`config.mk`:
```
export PLATFORM = sky130hd
export DESIGN_NAME = red_barrett_pipe
export DESIGN_NICKNAME = d
export VERILOG_FILES = /design/src/rtl/red_barrett_pipe.sv
export SDC_FILE = /design/constraint.sdc
export NUM_CORES = 1
export LEC_CHECK = 0
export CORE_MARGIN = 3
export CORE_UTILIZATION = 65
export DETAILED_ROUTE_END_ITERATION = 16
export GPL_TIMING_DRIVEN = 0
export PLACE_DENSITY = 0.84
export SETUP_SLACK_MARGIN = 0.2
export SLEW_MARGIN = 0
export SYNTH_ARGS = -nofsm -noshare
export SYNTH_HDL_FRONTEND = slang
export SYNTH_SLANG_ARGS = --single-unit
```
`constraint.sdc`:
```
create_clock -name clk_i -period 14.44 [get_ports clk_i]
set_clock_uncertainty 0.15 [all_clocks]
set_input_delay 1.444 -clock clk_i [delete_from_list [all_inputs] [get_ports clk_i]]
set_output_delay 1.444 -clock clk_i [all_outputs]
set_load 0.01 [all_outputs]
```
`src/rtl/red_barrett_pipe.sv`:
```
// Three-stage, multi-lane Barrett reducer: maps double-width products x < Q*Q to x mod Q.
// All stages hold together on output backpressure; ready_o is combinational from ready_i.
module red_barrett_pipe #(
  parameter int unsigned Q     = 3329,
  parameter int unsigned QW    = 12,
  parameter int unsigned LANES = 1,
  parameter int unsigned TAG_W = 8
) (
  input  logic                  clk_i,
  input  logic                  rst_i,
  input  logic                  valid_i,
  output logic                  ready_o,
  input  logic [LANES*2*QW-1:0] product_i,
  input  logic [TAG_W-1:0]      tag_i,
  output logic                  valid_o,
  input  logic                  ready_i,
  output logic [LANES*QW-1:0]   result_o,
  output logic [TAG_W-1:0]      tag_o,
  output logic [LANES-1:0]      ovf_o
);

  localparam int unsigned PW  = 2 * QW;
  localparam int unsigned K   = 2 * QW;
  localparam int unsigned PPW = PW + QW + 1;

  localparam logic [PW:0] ONE    = 1;
  localparam logic [PW:0] TWO_K  = ONE << K;
  localparam logic [PW:0] Q_EXT  = (PW + 1)'(Q);
  localparam logic [PW:0] M_FULL = TWO_K / Q_EXT;
  localparam logic [QW:0] M      = M_FULL[QW:0];
  localparam logic [PW:0] QQ     = Q_EXT * Q_EXT;
  localparam logic [QW:0] Q_R    = Q_EXT[QW:0];

  logic stall;
  logic adv;
  logic v1_q, v2_q, v3_q;
  logic [TAG_W-1:0] tag1_q, tag2_q, tag3_q;

  // Bubbles are carried, not squeezed out, so every stage moves only when the output is free.
  assign stall   = v3_q && !ready_i;
  assign adv     = !stall;
  assign ready_o = adv;
  assign valid_o = v3_q;
  assign tag_o   = tag3_q;

  always_ff @(posedge clk_i) begin
    if (rst_i) begin
      v1_q   <= 1'b0;
      v2_q   <= 1'b0;
      v3_q   <= 1'b0;
      tag1_q <= '0;
      tag2_q <= '0;
      tag3_q <= '0;
    end else if (adv) begin
      v1_q   <= valid_i;
      v2_q   <= v1_q;
      v3_q   <= v2_q;
      tag1_q <= tag_i;
      tag2_q <= tag1_q;
      tag3_q <= tag2_q;
    end
  end

  genvar gi;
  generate
    for (gi = 0; gi < LANES; gi++) begin : g_lane
      logic [PW-1:0]  x_in;
      logic [PPW-1:0] p_d;
      logic           ovf_d;
      logic [QW:0]    t_d;
      logic [PW-1:0]  tq;
      logic [PW-1:0]  r_full;
      logic [QW:0]    r_d;
      logic [QW+1:0]  diff;
      logic [QW-1:0]  res_d;
      logic           lane_unused;

      logic [PW-1:0]  x1_q;
      logic [PPW-1:0] p1_q;
      logic           ovf1_q;
      logic [QW:0]    r2_q;
      logic           ovf2_q;
      logic [QW-1:0]  res3_q;
      logic           ovf3_q;

      assign x_in  = product_i[gi*PW +: PW];
      assign p_d   = PPW'(x_in) * PPW'(M);
      assign ovf_d = ({1'b0, x_in} >= QQ);

      // t*Q never exceeds x, and x - t*Q < 2Q fits QW+1 bits, so the low slice is exact.
      assign t_d    = p1_q[PPW-1:K];
      assign tq     = PW'(t_d) * PW'(Q_R);
      assign r_full = x1_q - tq;
      assign r_d    = r_full[QW:0];

      // Top bit of the widened difference is the borrow, i.e. r < Q.
      assign diff  = {1'b0, r2_q} - {1'b0, Q_R};
      assign res_d = ovf2_q ? '0 : (diff[QW+1] ? r2_q[QW-1:0] : diff[QW-1:0]);

      assign lane_unused = ^{r_full[PW-1:QW+1], diff[QW]};

      always_ff @(posedge clk_i) begin
        if (rst_i) begin
          x1_q   <= '0;
          p1_q   <= '0;
          ovf1_q <= 1'b0;
          r2_q   <= '0;
          ovf2_q <= 1'b0;
          res3_q <= '0;
          ovf3_q <= 1'b0;
        end else if (adv) begin
          x1_q   <= x_in;
          p1_q   <= p_d;
          ovf1_q <= ovf_d;
          r2_q   <= r_d;
          ovf2_q <= ovf1_q;
          res3_q <= res_d;
          ovf3_q <= ovf2_q;
        end
      end

      assign result_o[gi*QW +: QW] = res3_q;
      assign ovf_o[gi]             = ovf3_q;
    end
  endgenerate

endmodule

```
; ---- After elaboration in Yosys (flattened, before gate mapping)
; Cells that the tools add are included.
[word_totals]
reg_bits = 105
latch_bits = 0
mem_bits_rw = 0
mem_bits_ro = 0
input_bits = 36
out_inout_bits = 23
elab_cells = 23
memories = 0
[op_classes]
n_addsub = 2
n_mul = 2
div_mod_pow = 0
order_cmp = 1
n_eq_ne = 0
shift = 0
muxes = 2
n_bitwise = 0
reduce_logical = 3
[ops]
columns = operator, count
row1 = "24-bit by 13-bit multiplier with 37-bit output, second input constant", 1
row2 = "24-bit greater-or-equal comparator, second input constant", 1
row3 = 12-bit 2-to-1 mux, 2
row4 = "13-bit by 12-bit subtractor with 14-bit output, second input constant", 1
row5 = "13-bit by 12-bit multiplier with 13-bit output, second input constant", 1
row6 = 13-bit subtractor, 1
row7 = 1-bit zero test, 2
row8 = 1-bit logical AND, 1

; ---- Logic depth before layout (Yosys ltp)
; Gate-level depths: netlist (run 1).
[depth]
word_depth = 3
depth_mapped = 19

; ---- Least setup slack after synthesis (run 1)
; Ideal clock, no wire load.
[synth_path]
kind = input port to flip-flop
from = in product_i[18]
to = reg g_lane[0].p1_q[35]
setup_time_ns = 0.117
arrival_ns = 5.882
required_time_ns = 14.173
path_slack_ns = 8.291
stages = 16
path_cell_list = fa_1 > fa_1 > fa_1 > fa_1 > inv_1 > fa_1 > inv_1 > ha_1 > and3_1 > o21ai_1 > o21ai_1 > a211o_1 > o211ai_2 > a21oi_2 > or3_1 > a32o_1
[synth_via]
elab_chain_len = 1
[synth_rtl]
columns = item, line
row1 = "start, declared", 13  ; input logic [LANES*2*QW-1:0] product_i,
row2 = 24-bit by 13-bit multiplier with 37-bit output, 87  ; assign p_d = PPW'(x_in) * PPW'(M);
row3 = "end signal, assigned", 113  ; p1_q <= p_d;
row4 = "end, declared", 79  ; logic [PPW-1:0] p1_q;
; No other way between the ends.
; A chain may end at the register's enable or synchronous reset.

; ---- Worst setup path in the final report (run 1)
[layout_path]
from = in product_i[9]
to = reg g_lane[0].p1_q[33]
; The elaborated chain is that of the path after synthesis.

==> impl_metrics.py, run 1 <==
metrics = {
    "placed_design": {
        "place_ws_ns": 6.98,
        "gp_congestion": 0.892,
        "hpwlAfterDp_um": 17600,
        "portBuffers": 58,
    },
    "timing": {
        "setup_viol": 0,
        "slew_headroom": 0.486,
        "rsz0062_at_grt": "no",
        "fmax_mhz": 140,
        "slew_viol_final": 0,
        "worstMarginPinSlew_ns": 0.768,
        "setup_ws_ns": 7.31,
        "fin_crit_ns": 7.13,
        "timing.final.crit_share": 0.494,
        "hold_viol": 0,
        "setup-tns-final_ns": 0,
    },
    "clock_network": {
        "numCtsBuffers": 9,
        "htreeDepth": 3,
        "hold_buffers": 0,
        "clk_latency_ns": 0.34,
        "cts_buffer_depth": 2,
        "cts_resized": 0,
        "clkTransAtPathRegs_ns": 0.06,
        "root_buffer": "clkbuf_16",
        "cts_tree": "yes",
        "post-cts-setup-buffer-count": 0,
        "clkSinkCount": 81,
    },
    "pwr": {
        "peakVddDrop_v": 0.000180,
        "p_leak_nw": 5.30,
        "power_density_mw_per_mm2": 242,
    },
    "global_route": {
        "grt_max_degree": 16,
        "grt_pass1_vias": 7513,
        "antenna_found_initial": 0,
        "grt_pass1_wl_um": 36400,
        "overflow": 0,
        "grtUsageTotal": 0.279,
    },
    "finish": {
        "area_delta_synth_final_pct": 11.7,
        "diodes": 0,
        "n_fill_cell": 1004,
        "final_cell_mix": "189 x inv_1, 176 x ha_1, 133 x fa_1",
        "finalNetCount": 1434,
        "final_common_cell": "inv_1",
        "layout-drive-gt1-share": 0.0338,
    },
    "synthesis": {
        "async_flop_share": 0,
        "synth_enable_flop_cells": 0,
        "syn_area_mm2": 0.00976,
        "ys_warn_count": 0,
        "synthFlopType": "dfxtp_1",
        "syn-instance-count": 1020,
        "synth_cell_types": 65,
        "ys_ff_latch": 81,
        "ys_seq_area_frac": 0.166,
        "syn-num-nets": 1365,
        "syn_avg_cell_area_um2": 9.57,
    },
    "hold_path": {
        "hold_path.class": "reg -> reg",
    },
    "detailed_routing": {
        "routed_wl_um": 21200,
        "vias": 7185,
        "dr.pass1.iters": 5,
        "wl_per_cell_um": 16.6,
        "drtAntennaViolNets": 0,
        "drtIter0Drc": 393,
        "post-route-drc-count": 0,
        "vias_per_cell": 5.62,
    },
    "die": {
        "row_count": 44,
        "die_h_um": 129,
        "die-area_mm2": 0.0165,
        "ios": 59,
        "core_area_mm2": 0.0146,
        "initial_core_util": 0.669,
        "die_x_um": 129,
    },
    "critical_path": {
        "required_ns": 14.52,
        "crit_type": "in -> reg",
        "critPathCaptureType": "flip-flop",
        "crit_path_start_kind": "primary input",
        "crit_arrival_ns": 7.21,
        "path_max_fanout": 9,
    },
    "outcome": {
        "outcome": "finished, final reports clean",
    },
    "job": {
        "cap_violations": 0,
    },
}
-- per-layer routing --
layer	vias to the layer above	routed length, um	global-route usage
li1	3475	-	-
met1	3488	9260	0.374
met2	170	10400	0.470
met3	52	774	0.0353
met4	0	753	0.0951
met5	-	0	0
-- state kept, by name, indices dropped and copies added (netlist names) --
signal / flops
valid_o: 1
g_lane.r2_q: 13
v2_q: 1
tag1_q: 8
v1_q: 1
ovf_o: 1
tag2_q: 8
tag_o: 8
g_lane.x1_q: 13
g_lane.p1_q: 13
result_o: 12
g_lane.ovf2_q: 1
g_lane.ovf1_q: 1
-- final cells by class --
cell class / instances / area (um2) / share of cell area
inverters: 190 / 713 / 0.0654
clock inverters: 7 / 101 / 0.00930
clock buffers: 9 / 225 / 0.0207
repair buffers: 58 / 581 / 0.0533
plain buffers: 22 / 82.6 / 0.00758
multi-input cells: 727 / 7340 / 0.674
well taps: 184 / 230 / 0.0211
flip-flops and latches: 81 / 1620 / 0.149
-- kinds of logic (layout without fill, tap and decap cells) --
family | count (synthesis) | in the layout | share of synthesized area
AND/OR/NAND/NOR | 206 | 206 | 0.0996
AO/OA/AOI/OAI | 181 | 181 | 0.127
XOR/XNOR | 30 | 30 | 0.0269
adder cells (fa/ha/maj) | 309 | 309 | 0.498
buffers and inverters | 212 | 286 | 0.0815
flip-flops | 81 | 81 | 0.166
multiplexers | 1 | 1 | 0.00103
-- synthesized netlist by cell type, types with 10 or more instances --
cell        n  area, um2
clkbuf_1   20       75.1
inv_1     189        709
o21a_1     11       82.6
a21o_1     19        143
a21oi_1    66        330
fa_1      133       2660
nor3_1     10       50.1
nand3_1    10       50.1
nor2_1     24       90.1
xor2_1     10       87.6
nand2_1   118        443
o21ai_0    19       95.1
ha_1      176       2200
dfxtp_1    81       1620
a22o_1     12        105
xnor2_1    20        175
-- critical path: stages --
cell and delay, ns:
clkdlybuf4s50_1 0.82, fa_1 0.78, fa_1 0.48, fa_1 0.49, fa_1 0.49, inv_1 0.07
fa_1 0.54, inv_1 0.04, ha_1 0.30, o21a_1 0.12, o21ai_2 0.17, nor4_2 0.10
o311a_1 0.38, o211ai_2 0.25, nand2_1 0.16, a311o_1 0.38, a22o_1 0.17
-- report_power, final --
part | leakage [nW] | total [mW] | internal, mW | switching (mW)
sequential | 0.670 | 0.327 | 0.280 | 0.0466
combinational | 4.47 | 2.07 | 0.933 | 1.13
clock | 0.153 | 0.246 | 0.153 | 0.0931
-- metrics by stage --
step / instances / power, mW / utilization / hold slack (ns) / instance area [um2]
3_5_place_dp: 1262 / 2.37 / 0.725 / 0.293 / 10600
5_1_grt: 1278 / 2.97 / 0.747 / 0.315 / 10900
3_3_place_gp: 1262 / 2.29 / 0.725 / 0.288 / 10600
6_report: 1278 / 2.64 / 0.747 / 0.300 / 10900
2_1_floorplan: 1020 / 1.93 / - / 0.279 / 9760
4_1_cts: 1278 / 2.64 / 0.747 / 0.301 / 10900
-- final timing paths --
kind	startpoint	to	slack, ns	cells after the start
min reg2reg	g_lane[0].x1_q[9]$_SDFFE_PP0N_	g_lane[0].x1_q[9]$_SDFFE_PP0N_	0.30	2
max reg2reg	g_lane[0].x1_q[3]$_SDFFE_PP0N_	g_lane[0].r2_q[11]$_SDFFE_PP0N_	9.98	15
max	product_i[9]	g_lane[0].p1_q[33]$_SDFFE_PP0N_	7.31	17
min	g_lane[0].x1_q[9]$_SDFFE_PP0N_	g_lane[0].x1_q[9]$_SDFFE_PP0N_	0.30	2
Note: power is estimated with default switching activity, not from simulation.
==> run 2: changes to the inputs <==
--- a/config.mk
+++ b/config.mk
@@ -6,10 +6,10 @@
 export NUM_CORES = 1
 export LEC_CHECK = 0
 export CORE_MARGIN = 3
-export CORE_UTILIZATION = 65
+export CORE_UTILIZATION = 62
 export DETAILED_ROUTE_END_ITERATION = 16
 export GPL_TIMING_DRIVEN = 0
-export PLACE_DENSITY = 0.84
+export PLACE_DENSITY = 0.81
 export SETUP_SLACK_MARGIN = 0.2
 export SLEW_MARGIN = 0
 export SYNTH_ARGS = -nofsm -noshare
==> constraint.sdc (replaced) <==
create_clock -name clk_i -period 6.75 [get_ports clk_i]
set_clock_uncertainty 0.15 [all_clocks]
set_input_delay 0.675 -clock clk_i [delete_from_list [all_inputs] [get_ports clk_i]]
set_output_delay 0.675 -clock clk_i [all_outputs]
set_load 0.01 [all_outputs]
==> impl_metrics.py, run 2 (synthesis results as in run 1) <==
metrics = {
    "die": {
        "die-area_mm2": 0.0173,
        "die_x_um": 131,
        "row_count": 45,
        "die_h_um": 131,
        "core_area_mm2": 0.0153,
        "ios": 59,
        "initial_core_util": 0.637,
    },
    "placed_design": {
        "gp_congestion": 0.885,
        "portBuffers": 58,
        "post_dp_cell_area_mm2": 0.0106,
        "hpwlAfterDp_um": 17400,
    },
    "critical_path": {
        "crit_arrival_ns": 6.26,
        "crit_type": "in -> reg",
        "r2r-end": "g_lane[0].r2_q[11]$_SDFFE_PP0N_",
        "crit_path_start_kind": "primary input",
        "required_ns": 6.83,
        "reg2reg_setup_slack_ns": 2.26,
        "r2r-start": "g_lane[0].x1_q[3]$_SDFFE_PP0N_",
        "setup.worst_path.start": "product_i[12]",
        "path_max_fanout": 8,
        "critPathCaptureType": "flip-flop",
        "endpoint": "g_lane[0].p1_q[33]$_SDFFE_PP0N_",
        "reg2reg_depth": 15,
    },
    "pwr": {
        "netSwitchingPower_mw": 2.69,
        "swShare": 0.487,
        "combPwrFrac": 0.791,
        "peakVddDrop_v": 0.000314,
        "p_leak_nw": 5.31,
        "power_frac_seq": 0.127,
        "power_density_mw_per_mm2": 508,
        "total_power_mw": 5.53,
        "p_int_mw": 2.84,
        "p_clk_frac": 0.082,
    },
    "job": {
        "cap_violations": 0,
    },
    "finish": {
        "layout-drive-gt1-share": 0.0338,
        "finalNetCount": 1434,
        "final_cell_mix": "189 x inv_1, 176 x ha_1, 133 x fa_1",
        "area_delta_synth_final_pct": 11.6,
        "diodes": 0,
        "final_common_cell": "inv_1",
        "design_area_mm2": 0.0109,
        "reg_top3": "g_lane.p1_q: 13 flops, g_lane.r2_q: 13 flops, g_lane.x1_q: 13 flops",
    },
    "global_route": {
        "grt_max_degree": 15,
        "overflow": 0,
        "grtUsageTotal": 0.257,
        "antenna_found_initial": 0,
        "grt_pass1_vias": 7426,
        "grt_pass1_wl_um": 36100,
    },
    "timing": {
        "slew_viol_final": 0,
        "fmax_mhz": 162,
        "setup_viol": 0,
        "fin_crit_ns": 6.18,
        "hold_viol": 0,
        "worstMarginPinSlew_ns": 0.838,
        "setup-tns-final_ns": 0,
        "timing.final.crit_share": 0.916,
        "rsz0062_at_grt": "no",
        "slew_headroom": 0.441,
    },
    "clock_network": {
        "clk_latency_ns": 0.33,
        "cts_buffer_depth": 2,
        "numCtsBuffers": 9,
        "clkTransAtPathRegs_ns": 0.06,
        "htreeDepth": 3,
        "clkSinkCount": 81,
        "cts_tree": "yes",
        "hold_buffers": 0,
        "root_buffer": "clkbuf_16",
    },
    "hold_path": {
        "hold_path.class": "reg -> reg",
        "min_path_cells": 2,
    },
    "detailed_routing": {
        "drtAntennaViolNets": 0,
        "wl_per_cell_um": 16.2,
        "vias_per_cell": 5.53,
        "dr.pass1.iters": 8,
        "drtIter0Drc": 419,
        "post-route-drc-count": 0,
        "vias": 7221,
        "routed_wl_um": 21100,
    },
    "outcome": {
        "outcome": "finished, final reports clean",
    },
}
run 2: area by class of cell:
class	count	area, um2
Clock buffer	10	239
Sequential cell	81	1620
Buffer	22	82.6
Fill cell	1213	4420
Clock inverter	6	42.5
Multi-Input combinational cell	727	7340
Tap cell	211	264
Inverter	190	713
Timing Repair Buffer	58	588
run 2: power groups by stage:
stage / Combinational [mW] / Sequential [mW] / Clock, mW
floorplan: 3.44 / 0.693 / 0
global placement: 4.22 / 0.706 / 0
detailed placement: 4.33 / 0.710 / 0
CTS: 4.39 / 0.701 / 0.459
global route: 5.07 / 0.714 / 0.481
finish: 4.38 / 0.702 / 0.455
run 2: worst min path at each step:
stage,startpoint,to
2_1_floorplan,g_lane[0].p1_q[31]$_SDFFE_PP0N_,g_lane[0].p1_q[31]$_SDFFE_PP0N_
3_3_place_gp,tag2_q[7]$_SDFFE_PP0N_,tag2_q[7]$_SDFFE_PP0N_
3_5_place_dp,tag1_q[6]$_SDFFE_PP0N_,tag1_q[6]$_SDFFE_PP0N_
4_1_cts,g_lane[0].x1_q[1]$_SDFFE_PP0N_,g_lane[0].x1_q[1]$_SDFFE_PP0N_
5_1_grt,tag1_q[7]$_SDFFE_PP0N_,tag1_q[7]$_SDFFE_PP0N_
6_report,tag_o[3]$_SDFFE_PP0N_,tag_o[3]$_SDFFE_PP0N_
run 2: worst max-delay path, cell delays in order:
cell and delay, ns:
clkdlybuf4s50_1 0.92, fa_1 0.57, fa_1 0.61, fa_1 0.46, fa_1 0.49, inv_1 0.06
fa_1 0.53, inv_1 0.04, ha_1 0.21, a21o_1 0.18, a21oi_1 0.14, o21ai_1 0.08
a211o_1 0.30, o211ai_2 0.26, nand2_1 0.17, a311o_1 0.39, a22o_1 0.18
run 2: repair_timing:
action | in CTS | in global routing
hold endpoints to repair | 0 | 0
gates resized for setup | 0 | 3
buffers inserted | 0 | 0
setup endpoints to repair | 0 | 5
run 2: per-stage QoR:
step | hold WS (ns) | instances | utilization | setup slack, ns
2_1_floorplan | 0.279 | 1020 | - | 1.37
3_3_place_gp | 0.289 | 1289 | 0.693 | 0.0540
3_5_place_dp | 0.296 | 1289 | 0.693 | 0.00411
4_1_cts | 0.305 | 1305 | 0.711 | 0.364
5_1_grt | 0.321 | 1305 | 0.711 | 0.370
6_report | 0.301 | 1305 | 0.711 | 0.569
run 2: layer usage:
| layer | global-route usage | share of wire | up-vias |
|---|---|---|---|
| li1 | - | - | 3487 |
| met1 | 0.357 | 0.45 | 3528 |
| met2 | 0.433 | 0.49 | 177 |
| met3 | 0.0291 | 0.041 | 29 |
| met4 | 0.0671 | 0.021 | 0 |
| met5 | 0 | 0 | - |
==> run 3: changes to the inputs <==
--- a/config.mk
+++ b/config.mk
@@ -5,6 +5,7 @@
 export SDC_FILE = /design/constraint.sdc
 export NUM_CORES = 1
 export LEC_CHECK = 0
+export ABC_AREA = 0
 export CORE_MARGIN = 3
 export CORE_UTILIZATION = 62
 export DETAILED_ROUTE_END_ITERATION = 16
==> results of run 3 <==
No change in the layout: final DEF, timing and power equal those of run 2.
